### src/rtl/voq_match_scheduler.sv
// Purpose : sequential 4x4 crossbar scheduler, one ingress visited per cycle with per-ingress round-robin VOQ pick.
// Latency : sched_start at edge T -> PICK over T+1..T+4 -> sched_done high after edge T+4 -> IDLE after edge T+5.
// Backpr. : none; sched_start while busy is dropped, not queued.
// Ports   : clk/reset_n (sync, active-low); sched_start + voq_empty[16] in;
//           busy, sched_done, sched_valid[4], sched_sel[8] (2b egress per ingress), egress_taken[4] out.
module voq_match_scheduler #(
  parameter int PORT_NUM = 4
) (
  input  logic        clk,
  input  logic        reset_n,
  input  logic        sched_start,
  input  logic [15:0] voq_empty,
  output logic        busy,
  output logic        sched_done,
  output logic [3:0]  sched_valid,
  output logic [7:0]  sched_sel,
  output logic [3:0]  egress_taken
);

  typedef enum logic [1:0] {
    IDLE = 2'd0,
    PICK = 2'd1,
    DONE = 2'd2
  } state_t;

  state_t          state_q, state_d;
  logic [1:0]      step_q, step_d;
  logic [15:0]     snap_q, snap_d;
  logic [3:0]      valid_q, valid_d;
  logic [3:0][1:0] sel_q, sel_d;
  logic [3:0]      taken_q, taken_d;
  logic [3:0][1:0] voq_ptr_q, voq_ptr_d;
  logic [1:0]      ing_ptr_q, ing_ptr_d;

  // Pick for the ingress visited this cycle
  logic [1:0] visit_ing;
  logic [1:0] cand;
  logic       pick_vld;
  logic [1:0] pick_egr;

  // State register
  always_ff @(posedge clk) begin
    if (!reset_n) begin
      state_q   <= IDLE;
      step_q    <= 2'd0;
      snap_q    <= 16'd0;
      valid_q   <= 4'd0;
      sel_q     <= '0;
      taken_q   <= 4'd0;
      voq_ptr_q <= '0;
      ing_ptr_q <= 2'd0;
    end else begin
      state_q   <= state_d;
      step_q    <= step_d;
      snap_q    <= snap_d;
      valid_q   <= valid_d;
      sel_q     <= sel_d;
      taken_q   <= taken_d;
      voq_ptr_q <= voq_ptr_d;
      ing_ptr_q <= ing_ptr_d;
    end
  end

  // Next-state logic
  always_comb begin
    state_d = state_q;
    case (state_q)
      IDLE:    if (sched_start) state_d = PICK;
      PICK:    if (step_q == 2'd3) state_d = DONE;
      DONE:    state_d = IDLE;
      default: state_d = IDLE;
    endcase
  end

  // Round-robin scan: first egress at/after the ingress's pointer that is
  // non-empty in the snapshot and not already claimed this round.
  always_comb begin
    visit_ing = ing_ptr_q + step_q;
    cand      = 2'd0;
    pick_vld  = 1'b0;
    pick_egr  = 2'd0;
    for (int k = 0; k < 4; k++) begin
      cand = voq_ptr_q[visit_ing] + 2'(k);
      if (!pick_vld && !snap_q[{visit_ing, cand}] && !taken_q[cand]) begin
        pick_vld = 1'b1;
        pick_egr = cand;
      end
    end
  end

  // Datapath and pointer updates
  always_comb begin
    step_d    = step_q;
    snap_d    = snap_q;
    valid_d   = valid_q;
    sel_d     = sel_q;
    taken_d   = taken_q;
    voq_ptr_d = voq_ptr_q;
    ing_ptr_d = ing_ptr_q;
    case (state_q)
      IDLE: begin
        // Previous round's result stays visible until the next round is accepted
        if (sched_start) begin
          snap_d  = voq_empty;
          valid_d = 4'd0;
          sel_d   = '0;
          taken_d = 4'd0;
          step_d  = 2'd0;
        end
      end
      PICK: begin
        if (pick_vld) begin
          valid_d[visit_ing] = 1'b1;
          sel_d[visit_ing]   = pick_egr;
          taken_d[pick_egr]  = 1'b1;
        end
        step_d = step_q + 2'd1;
      end
      DONE: begin
        // Matched ingresses move their pointer past the egress they just won
        for (int i = 0; i < 4; i++) begin
          if (valid_q[i]) voq_ptr_d[i] = sel_q[i] + 2'd1;
        end
        ing_ptr_d = ing_ptr_q + 2'd1;
      end
      default: ;
    endcase
  end

  // Output logic
  always_comb begin
    busy         = (state_q != IDLE);
    sched_done   = (state_q == DONE);
    sched_valid  = valid_q;
    sched_sel    = sel_q;
    egress_taken = taken_q;
  end

endmodule

### config.mk
export PLATFORM = sky130hd
export DESIGN_NAME = voq_match_scheduler
export DESIGN_NICKNAME = d
export VERILOG_FILES = /design/src/rtl/voq_match_scheduler.sv
export SDC_FILE = /design/constraint.sdc
export NUM_CORES = 1
export LEC_CHECK = 0
export ABC_AREA = 1
export CAP_MARGIN = 15
export CORE_MARGIN = 2
export CORE_UTILIZATION = 40
export DETAILED_ROUTE_END_ITERATION = 7
export SYNTH_ARGS = -nofsm -noshare
export SYNTH_HDL_FRONTEND = slang
export SYNTH_SLANG_ARGS = --single-unit
export TNS_END_PERCENT = 30
### constraint.sdc
create_clock -name clk -period 4.8 [get_ports clk]
set_input_delay 0.96 -clock clk [delete_from_list [all_inputs] [get_ports clk]]
set_output_delay 0.96 -clock clk [all_outputs]
set_load 0.01 [all_outputs]
==> flow_summary_export.csv, run 1 <==
group,metric,value,unit
clocking,postCtsHoldBufs,0,
synth,ys_seq_area_share,33.2,%
route,drc_errors,0,
power_and_ir_drop,ir_worst_vdd,0.116,mV
floorplan,chipHeight,87.2,um
timing,hold_violations,0,
synth,syn_avg_cell_area,6.76,sq um
synth,netlist.area_leader.share,33.2,%
power_and_ir_drop,pwr-share-seq,42.3,%
synth,synth-xor-area-share,1.26,%
timing,worst_slew_margin_rel,53.8,%
synth,synth-seq-cells,46,
grt,gr-total-overflow,0,
finish,antenna_cells,0,
route,wl_per_cell,14.3,um
floorplan,rows,30,
synth,async_flop_share,0,%
grt,grt_pass1_wl,12.6,mm
worst_setup_path,crit_arrival,3.54,ns
finish,final_area,3260,sq um
synth,yosys_warnings,0,
grt,grt_max_degree,32,
floorplan,io_pins,37,
worst_setup_path,worstRegToRegCells,17,
clocking,clkSlewWorstSetupHoldPaths,0.10,ns
clocking,cts.repair.resized,0,
clocking,clk_latency,0.32,ns
worst_setup_path,reg2reg_slack,1.50,ns
synth,synth-compound-area-share,14.7,%
synth,synth-edff-count,0,
grt,antenna_found_initial,0,
synth,syn-cell-area,2770,sq um
worst_setup_path,reg2reg_to,"sched_sel[0]",
worst_setup_path,max_stage_delay,0.74,ns
synth,synth.area.top_cells,"dfxtp_1 (33%), nand2_1 (12%), nand3_1 (8.8%)",
floorplan,coreArea,6760,sq um
finish,instances_no_fill,524,
finish,drive_above_1_share,11.5,%
timing,max_freq,303,MHz
worst_setup_path,critPathCapture,"sched_sel[0]",
hold_path,hp-class,"reg -> reg",
worst_setup_path,rr_startpoint,"ing_ptr_q[0]",
grt,first_global_vias,2635,
timing,layout_min_cycle_time,3.30,ns
clocking,clockBufferDepth,2,
placement,dpl_cell_area,3170,sq um
synth,yosys.area_share.simple,39.9,%
synth,syn_nets,431,
clocking,cts_setup_buffers,0,
timing,worst_pin_slew,0.692,ns
power_and_ir_drop,p_total,0.997,mW
timing,final.setup.tns,0,ns
placement,gp_congestion,0.897,
worst_setup_path,worstPathRequired,5.05,ns
floorplan,die_w,87.2,um
worst_setup_path,slowest_stage,"ha_1",
synth,synth_fa_ha_area_share,0.903,%
route,first_iter_violations,154,
hold_path,holdPathStages,2,
grt,grtUsageTotal,21.2,%
power_and_ir_drop,power.leakage,1.35,nW
power_and_ir_drop,p_comb_share,31.3,%
power_and_ir_drop,p_int,0.618,mW
placement,io_buffers,36,
placement,dp.cells,516,
route,ant_nets,0,
synth,synth_top_family_by_area,"simple AND/OR/NAND/NOR gates",
floorplan,die-area,7610,sq um
floorplan,start_util,41.0,%
clocking,cts_tree,"yes",
clocking,clock_sinks,46,
synth,yosys_most_used_dff,"dfxtp_1",
timing,fin_skew,0.00725,ns
synth,ys_types,32,
power_and_ir_drop,switching_power,0.378,mW
timing,fin_hold_ws,0.479,ns
timing,finalSetupViolations,0,
worst_setup_path,path_depth,17,
clocking,cts-buffers-inserted,5,
worst_setup_path,crit_family,"simple AND/OR/NAND/NOR gates",
synth,syn_inst,410,
power_and_ir_drop,p_sw_share,38.0,%
clocking,root_buffer,"clkbuf_8",
power_and_ir_drop,powerDensity,305,nW/um^2
placement,hpwl,5.45,mm
route,avgViaCountPerCell,5.14,
worst_setup_path,critical_path.cell_chain,"ha_1 -> inv_1 -> nor2_1 -> nor2_2 -> o21ai_4 -> nand2_1 -> nand2_2 -> nand3_1 -> nand2_2 -> inv_2 -> nor2_4 -> nand3_1 -> nand2_1 -> nand2_2 -> nor2_4 -> nand2_1 -> a21oi_1",
run_status,status,"completed",
timing,finalCritPeriodShare,68.7,%
timing,rsz0062_at_grt,"no",
finish,nets,464,
run,drv_cap,0,
worst_setup_path,worstPathMaxFanout,19,
timing,slew_viol_final,0,
route,vias,2694,
worst_setup_path,cp-start-kind,"flip-flop",
worst_setup_path,crit_start,"ing_ptr_q[0]",
synth,yosys-mux-area-fraction,0,%
hold_path,min_from,"voq_ptr_q[2]",
worst_setup_path,cp-end-kind,"flip-flop",
worst_setup_path,path_buf_inv,2,
clocking,htreeDepth,2,
power_and_ir_drop,pwr-share-clk,26.5,%
worst_setup_path,critical_path_class,"reg -> reg",
route,wl,7.49,mm
route,dr.pass1.iters,4,
finish,area_growth,17.8,%
synth,yosys.area.top_type,"dfxtp_1",
power by group through the flow:
stage	Combinational [mW]	Clock [mW]	Sequential (mW)
floorplan	0.228	0	0.428
global placement	0.309	0	0.429
detailed placement	0.309	0	0.429
CTS	0.310	0.269	0.421
global route	0.350	0.289	0.424
finish	0.312	0.264	0.421
flip-flops by register name (all words and copies together), names as in the netlist:
signal,flops
step_q,2
sched_sel,8
state_q,2
voq_ptr_q,8
egress_taken,4
ing_ptr_q,2
sched_valid,4
snap_q,16
cells in the mapped netlist (5+ instances only):
master / count
o21ai_0: 26
nand2_1: 85
nand3_1: 49
inv_2: 5
nor2_1: 40
clkbuf_1: 6
nand2_2: 13
a21oi_1: 43
nand4_1: 9
nor2_2: 6
dfxtp_1: 46
inv_1: 49
cells by family (layout without fill, tap and decap cells):
family          Yosys count  after routing
simple gates            216            216
flops                    46             46
compound gates           76             76
xor+xnor                  4              4
buf+inv                  66            100
fa+ha+maj                 2              2
worst min path at each step:
| stage | slack, ns | to |
|---|---|---|
| floorplan | 0.43 | voq_ptr_q[2] |
| global placement | 0.46 | ing_ptr_q[1] |
| detailed placement | 0.46 | voq_ptr_q[2] |
| CTS | 0.48 | voq_ptr_q[2] |
| global route | 0.50 | voq_ptr_q[0] |
| finish | 0.48 | voq_ptr_q[2] |
placed cells by master (no fill, tap or decap), drive strengths merged:
master,Yosys,routed
inv,54,55
clkinv,0,1
a21oi,43,43
nor2,50,50
o21ba,2,2
o21ai,29,29
a211oi,1,1
nand3,53,53
nand2,103,103
or2,1,1
clkinvlp,0,1
o211ai,1,1
ha,2,2
buf,6,2
xor2,2,2
clkdlybuf4s50,0,36
dfxtp,46,46
nand4,9,9
xnor2,2,2
clkbuf,6,5
metrics by stage:
step | util [%] | worst slack [ns]
CTS | 48.3 | 1.53
global route | 48.3 | 1.14
global placement | 46.9 | 1.63
detailed placement | 46.9 | 1.56
floorplan | - | 2.41
finish | 48.3 | 1.50
worst register-to-register path, stage by stage (launching register included):
cell and delay, ns:
dfxtp_1 0.35, ha_1 0.74, inv_1 0.41, nor2_1 0.21, nor2_2 0.07, o21ai_4 0.26, nand2_1 0.10, nand2_2 0.12
nand3_1 0.10, nand2_2 0.10, inv_2 0.06, nor2_4 0.12, nand3_1 0.09, nand2_1 0.09, nand2_2 0.08, nor2_4 0.13
nand2_1 0.06, a21oi_1 0.14
layout make-up:
type | count | area (sq um)
clock buffer | 5 | 68.8
clock inverter | 3 | 25.0
fill | 735 | 3490
inverter | 54 | 203
multi-input combinational | 298 | 1570
sequential | 46 | 921
tap | 80 | 100
timing repair buffer | 38 | 375
routing by layer:
layer | vias up | wire (um) | global-route usage, %
met5 | - | 0 | 0
met4 | 0 | 161 | 7.55
met3 | 13 | 402 | 3.22
met2 | 89 | 3500 | 35.0
met1 | 1196 | 3420 | 28.0
li1 | 1396 | - | -
Power figures use the tool's default switching activity.
==> run 2: changes to the inputs <==
Clock period 4.8 ns to 3.39 ns, I/O delays scaled along.
==> run 2 against run 1 <==
Global-route usage is 0.11 points lower. Critical path depth increased by 2. Via count is 0.85% higher. Worst hold slack got worse by 0.0044 ns. Combinational power grew 43%. First-iteration DRC count rose by 13%. Clock-buffer cell count unchanged. Non-clock buffer count is 4 higher. Utilization is 0.72 points higher. Sequential cell count unchanged. Highest routed layer unchanged. Cell area rose by 1.5%.
==> flow_summary_export.csv, run 2 (synthesis gave the netlist of run 1 again) <==
group,metric,value,unit
route,wl,7.49,mm
worst_setup_path,critical_path.cell_chain,"ha_1 -> buf_4 -> o21ai_1 -> inv_1 -> nand2_8 -> nand2_8 -> nand2_1 -> nand2_2 -> inv_2 -> nand3_2 -> nand2_2 -> inv_2 -> nor2_4 -> nand3_1 -> nand2_1 -> nand2_2 -> nor2_4 -> nand2_1 -> a21oi_1",
hold_path,hp-class,"reg -> reg",
floorplan,coreArea,6760,sq um
worst_setup_path,worstPathRequired,3.63,ns
finish,largest_register,"snap_q",
route,dr.pass1.iters,4,
timing,hold_violations,0,
clocking,postCtsHoldBufs,0,
clocking,root_buffer,"clkbuf_8",
grt,grt_use_met3,3.13,%
clocking,htreeDepth,2,
timing,worst_pin_slew,0.519,ns
worst_setup_path,crit_family,"simple AND/OR/NAND/NOR gates",
route,wl_per_cell,14.2,um
worst_setup_path,worstPathMaxFanout,18,
finish,final_common_cell,"nand2_1",
worst_setup_path,worstRegToRegCells,19,
worst_setup_path,critical_path_class,"reg -> reg",
power_and_ir_drop,ir_worst_vdd,0.200,mV
clocking,clock_sinks,46,
placement,hpwl,5.65,mm
timing,rsz0062_at_grt,"no",
finish,final_area,3310,sq um
worst_setup_path,crit_start,"step_q[0]",
floorplan,die-area,7610,sq um
clocking,cts_setup_buffers,0,
finish,antenna_cells,0,
power_and_ir_drop,powerDensity,444,nW/um^2
worst_setup_path,rr_startpoint,"step_q[0]",
finish,area_growth,19.5,%
worst_setup_path,crit_arrival,3.18,ns
power_and_ir_drop,power.leakage,1.39,nW
route,drc_errors,0,
grt,gr-max-usage-layer,"met2",
run,drv_cap,0,
timing,layout_min_cycle_time,2.94,ns
timing,fin_hold_ws,0.475,ns
worst_setup_path,slowest_stage,"ha_1",
route,avgViaCountPerCell,5.15,
timing,fin_skew,0.00959,ns
grt,met2_usage,34.9,%
worst_setup_path,cp-start-kind,"flip-flop",
hold_path,min_from,"voq_ptr_q[2]",
finish,fillers,724,
placement,io_buffers,36,
hold_path,holdPathStages,2,
clocking,cts_tree,"yes",
floorplan,io_pins,37,
finish,final_cell_mix,"nand2_1 (85), inv_1 (49), nand3_1 (49)",
timing,finalCritPeriodShare,86.7,%
finish,drive_above_1_share,12.3,%
finish,instances_no_fill,528,
finish,nets,468,
grt,antenna_found_initial,0,
timing,slew_viol_final,0,
route,vias,2717,
placement,dpl_cell_area,3200,sq um
worst_setup_path,path_buf_inv,4,
worst_setup_path,reg2reg_slack,0.45,ns
placement,gp_congestion,0.965,
floorplan,start_util,41.0,%
run_status,status,"completed",
timing,worst_slew_margin_rel,65.3,%
clocking,clkSlewWorstSetupHoldPaths,0.09,ns
floorplan,die_w,87.2,um
grt,grt_max_degree,31,
timing,final.setup.tns,0,ns
worst_setup_path,max_stage_delay,0.48,ns
clocking,cts.repair.resized,0,
grt,first_global_vias,2548,
worst_setup_path,cp-end-kind,"flip-flop",
clocking,clk_latency,0.31,ns
grt,gr-usage-met1,28.1,%
grt,grtUsageTotal,21.1,%
route,first_iter_violations,174,
worst_setup_path,reg2reg_to,"sched_sel[2]",
route,ant_nets,0,
grt,gr-total-overflow,0,
timing,finalSetupViolations,0,
clocking,cts-buffers-inserted,5,
timing,max_freq,340,MHz
floorplan,chipHeight,87.2,um
hold_path,whs_endpoint,"voq_ptr_q[2]",
floorplan,rows,30,
grt,grt_pass1_wl,12.5,mm
placement,dp.cells,520,
clocking,clockBufferDepth,2,
finish,largest_reg_flops,16,
-- run 2: changes by cell type in the layout (fill, tap and decap cells not counted) --
| cell | before | now |
|---|---|---|
| bufinv_16 | 0 | 1 |
| clkinv_2 | 0 | 1 |
| buf_4 | 2 | 6 |
| clkinv_4 | 1 | 0 |
| clkinvlp_4 | 1 | 0 |
-- run 2: layer usage --
metal,share of wire (%),up-vias
li1,-,1403
met5,0,-
met3,3.9,12
met4,2.3,0
met2,46,64
met1,48,1238
-- run 2: final cells by class --
| class | count | area [sq um] | area share, % |
|---|---|---|---|
| Clock buffer | 5 | 68.8 | 2.08 |
| Clock inverter | 3 | 43.8 | 1.32 |
| Inverter | 54 | 203 | 6.12 |
| Multi-Input combinational cell | 298 | 1570 | 47.4 |
| Sequential cell | 46 | 921 | 27.8 |
| Tap cell | 80 | 100 | 3.02 |
| Timing Repair Buffer | 42 | 405 | 12.2 |
-- run 2: tightest hold or removal path, cell delays in order (launching register included) --
cell and delay [ns]:
dfxtp_1 0.31, inv_1 0.07, a21oi_1 0.06
-- run 2: how the worst max path moves through the flow --
stage	endpoint	slack, ns	cells past startpoint
final	sched_sel[2]	0.45	19
after global routing	sched_sel[3]	0.13	19
after CTS	sched_sel[2]	0.43	19
after detailed placement	sched_sel[4]	0.46	19
after global placement	sched_sel[2]	0.55	19
after floorplan	sched_sel[2]	1.00	19
-- run 2: through the flow --
step                      setup WS, ns  util [%]  power [mW]
after floorplan                   1.00         -       0.929
after global routing             0.127      49.0        1.56
after CTS                        0.433      49.0        1.48
final                            0.450      49.0        1.47
after detailed placement         0.456      47.4        1.05
after global placement           0.548      47.4        1.05
-- run 2: report_power, final --
group / internal [mW] / switching (mW)
clock: 0.221 / 0.206
sequential: 0.571 / 0.0258
combinational: 0.159 / 0.287
total: 0.951 / 0.519
==> run 3: changes to the inputs <==
Settings changed: CORE_MARGIN 2 to unset, REMOVE_ABC_BUFFERS set to 1.
==> run 3 against run 2 <==
Clock power fell by 15%. Wire length fell by 5.0%. Worst hold slack improved by 0.0052 ns. Sequential power is essentially flat. Utilization increased by 1.2 points. Largest power group unchanged. Critical endpoint is now sched_sel[3]. Global-route usage shrank 0.26 points. Worst setup slack improved by 0.086 ns.
==> flow_summary_export.csv, run 3 (synthesis gave the netlist of run 1 again) <==
group,metric,value,unit
run_status,status,"completed",
route,drc_errors,0,
route,first_iter_violations,159,
finish,antenna_cells,0,
clocking,clock_sinks,46,
timing,layout_min_cycle_time,2.85,ns
floorplan,die_w,85.2,um
clocking,clockBufferDepth,2,
finish,area_growth,18.3,%
hold_path,hp-class,"reg -> reg",
worst_setup_path,reg2reg_slack,0.54,ns
clocking,cts-buffers-inserted,5,
placement,gp_congestion,0.889,
timing,hold_violations,0,
timing,slew_viol_final,0,
grt,first_global_vias,2409,
clocking,clk_latency,0.30,ns
worst_setup_path,cp-start-kind,"flip-flop",
finish,drive_above_1_share,12.1,%
clocking,htreeDepth,2,
route,wl_per_cell,13.6,um
finish,fillers,706,
placement,io_buffers,36,
worst_setup_path,worstPathRequired,3.62,ns
grt,gr-total-overflow,0,
finish,largest_register,"snap_q",
route,ant_nets,0,
grt,grtUsageTotal,20.8,%
grt,antenna_found_initial,0,
finish,final_cell_mix,"nand2_1 (85), inv_1 (49), nand3_1 (49)",
timing,final.setup.tns,0,ns
clocking,cts.repair.resized,0,
finish,final_common_cell,"nand2_1",
timing,rsz0062_at_grt,"no",
worst_setup_path,crit_arrival,3.08,ns
worst_setup_path,worstRegToRegCells,14,
run,drv_cap,0,
placement,hpwl,5.54,mm
timing,finalCritPeriodShare,84.2,%
worst_setup_path,rr_startpoint,"ing_ptr_q[0]",
hold_path,min_from,"ing_ptr_q[1]",
finish,final_util,50.2,%
worst_setup_path,worstPathMaxFanout,19,
timing,worst_pin_slew,0.574,ns
floorplan,rows,29,
timing,finalSetupViolations,0,
finish,nets,466,
route,avgViaCountPerCell,5.12,
clocking,cts_setup_buffers,0,
floorplan,io_pins,37,
timing,fin_skew,0.00784,ns
worst_setup_path,critPathCapture,"sched_sel[3]",
worst_setup_path,crit_start,"ing_ptr_q[0]",
power_and_ir_drop,power.leakage,1.36,nW
route,dr.pass1.iters,4,
grt,grt_max_degree,31,
power_and_ir_drop,p_total,1.40,mW
route,wl,7.12,mm
grt,grt_pass1_wl,11.9,mm
clocking,cts_tree,"yes",
floorplan,coreArea,6530,sq um
clocking,clkSlewWorstSetupHoldPaths,0.09,ns
clocking,root_buffer,"clkbuf_8",
finish,largest_reg_flops,16,
power_and_ir_drop,powerDensity,427,nW/um^2
timing,worst_slew_margin_rel,61.6,%
worst_setup_path,critical_path_class,"reg -> reg",
floorplan,chipHeight,85.2,um
worst_setup_path,reg2reg_to,"sched_sel[3]",
clocking,postCtsHoldBufs,0,
floorplan,start_util,42.4,%
placement,dp.cells,515,
route,vias,2680,
worst_setup_path,cp-end-kind,"flip-flop",
floorplan,die-area,7270,sq um
power_and_ir_drop,ir_worst_vdd,0.227,mV
timing,max_freq,350,MHz
finish,instances_no_fill,523,
[run 3: layout make-up]
type	instances	area (sq um)	share of cell area [%]
multi-input combinational	298	1570	48.0
sequential	46	921	28.1
timing repair buffer	40	390	11.9
inverter	54	203	6.18
tap	77	96.3	2.94
clock buffer	6	82.6	2.52
clock inverter	2	12.5	0.382
[run 3: worst min path at each step]
stage | endpoint | slack [ns] | cells after the start
after floorplan | voq_ptr_q[2] | 0.43 | 2
after global placement | ing_ptr_q[1] | 0.47 | 2
after detailed placement | snap_q[5] | 0.47 | 2
after CTS | snap_q[5] | 0.48 | 2
after global routing | voq_ptr_q[0] | 0.50 | 2
final | ing_ptr_q[1] | 0.48 | 2
[run 3: through the flow]
stage / instance area, sq um / worst slack [ns] / hold slack, ns
floorplan: 2700 / 0.581 / 0.429
global placement: 3180 / 0.422 / 0.469
detailed placement: 3180 / 0.380 / 0.470
CTS: 3280 / 0.359 / 0.483
global route: 3280 / 0.203 / 0.497
finish: 3280 / 0.536 / 0.480
[run 3: worst max-delay path, cell delays in order, from the launching register on]
cell and delay [ns]:
dfxtp_1 0.35, ha_2 0.59, inv_1 0.10, buf_4 0.21
nor2_1 0.31, inv_1 0.14, nor2_1 0.12, nor2_1 0.05
nand2_1 0.08, nand2_2 0.09, nor2_4 0.12, nand4_1 0.18
nand2_2 0.18, nand3_1 0.09, a21oi_1 0.16
[run 3: power breakdown]
group / internal, mW / switching (mW)
clock: 0.164 / 0.199
combinational: 0.158 / 0.284
sequential: 0.570 / 0.0256
[run 3: routing by layer]
layer | routed length (um) | GRT usage [%]
met5 | 0 | 0
met4 | 100 | 7.55
met3 | 369 | 2.72
met2 | 3060 | 31.3
met1 | 3580 | 30.3
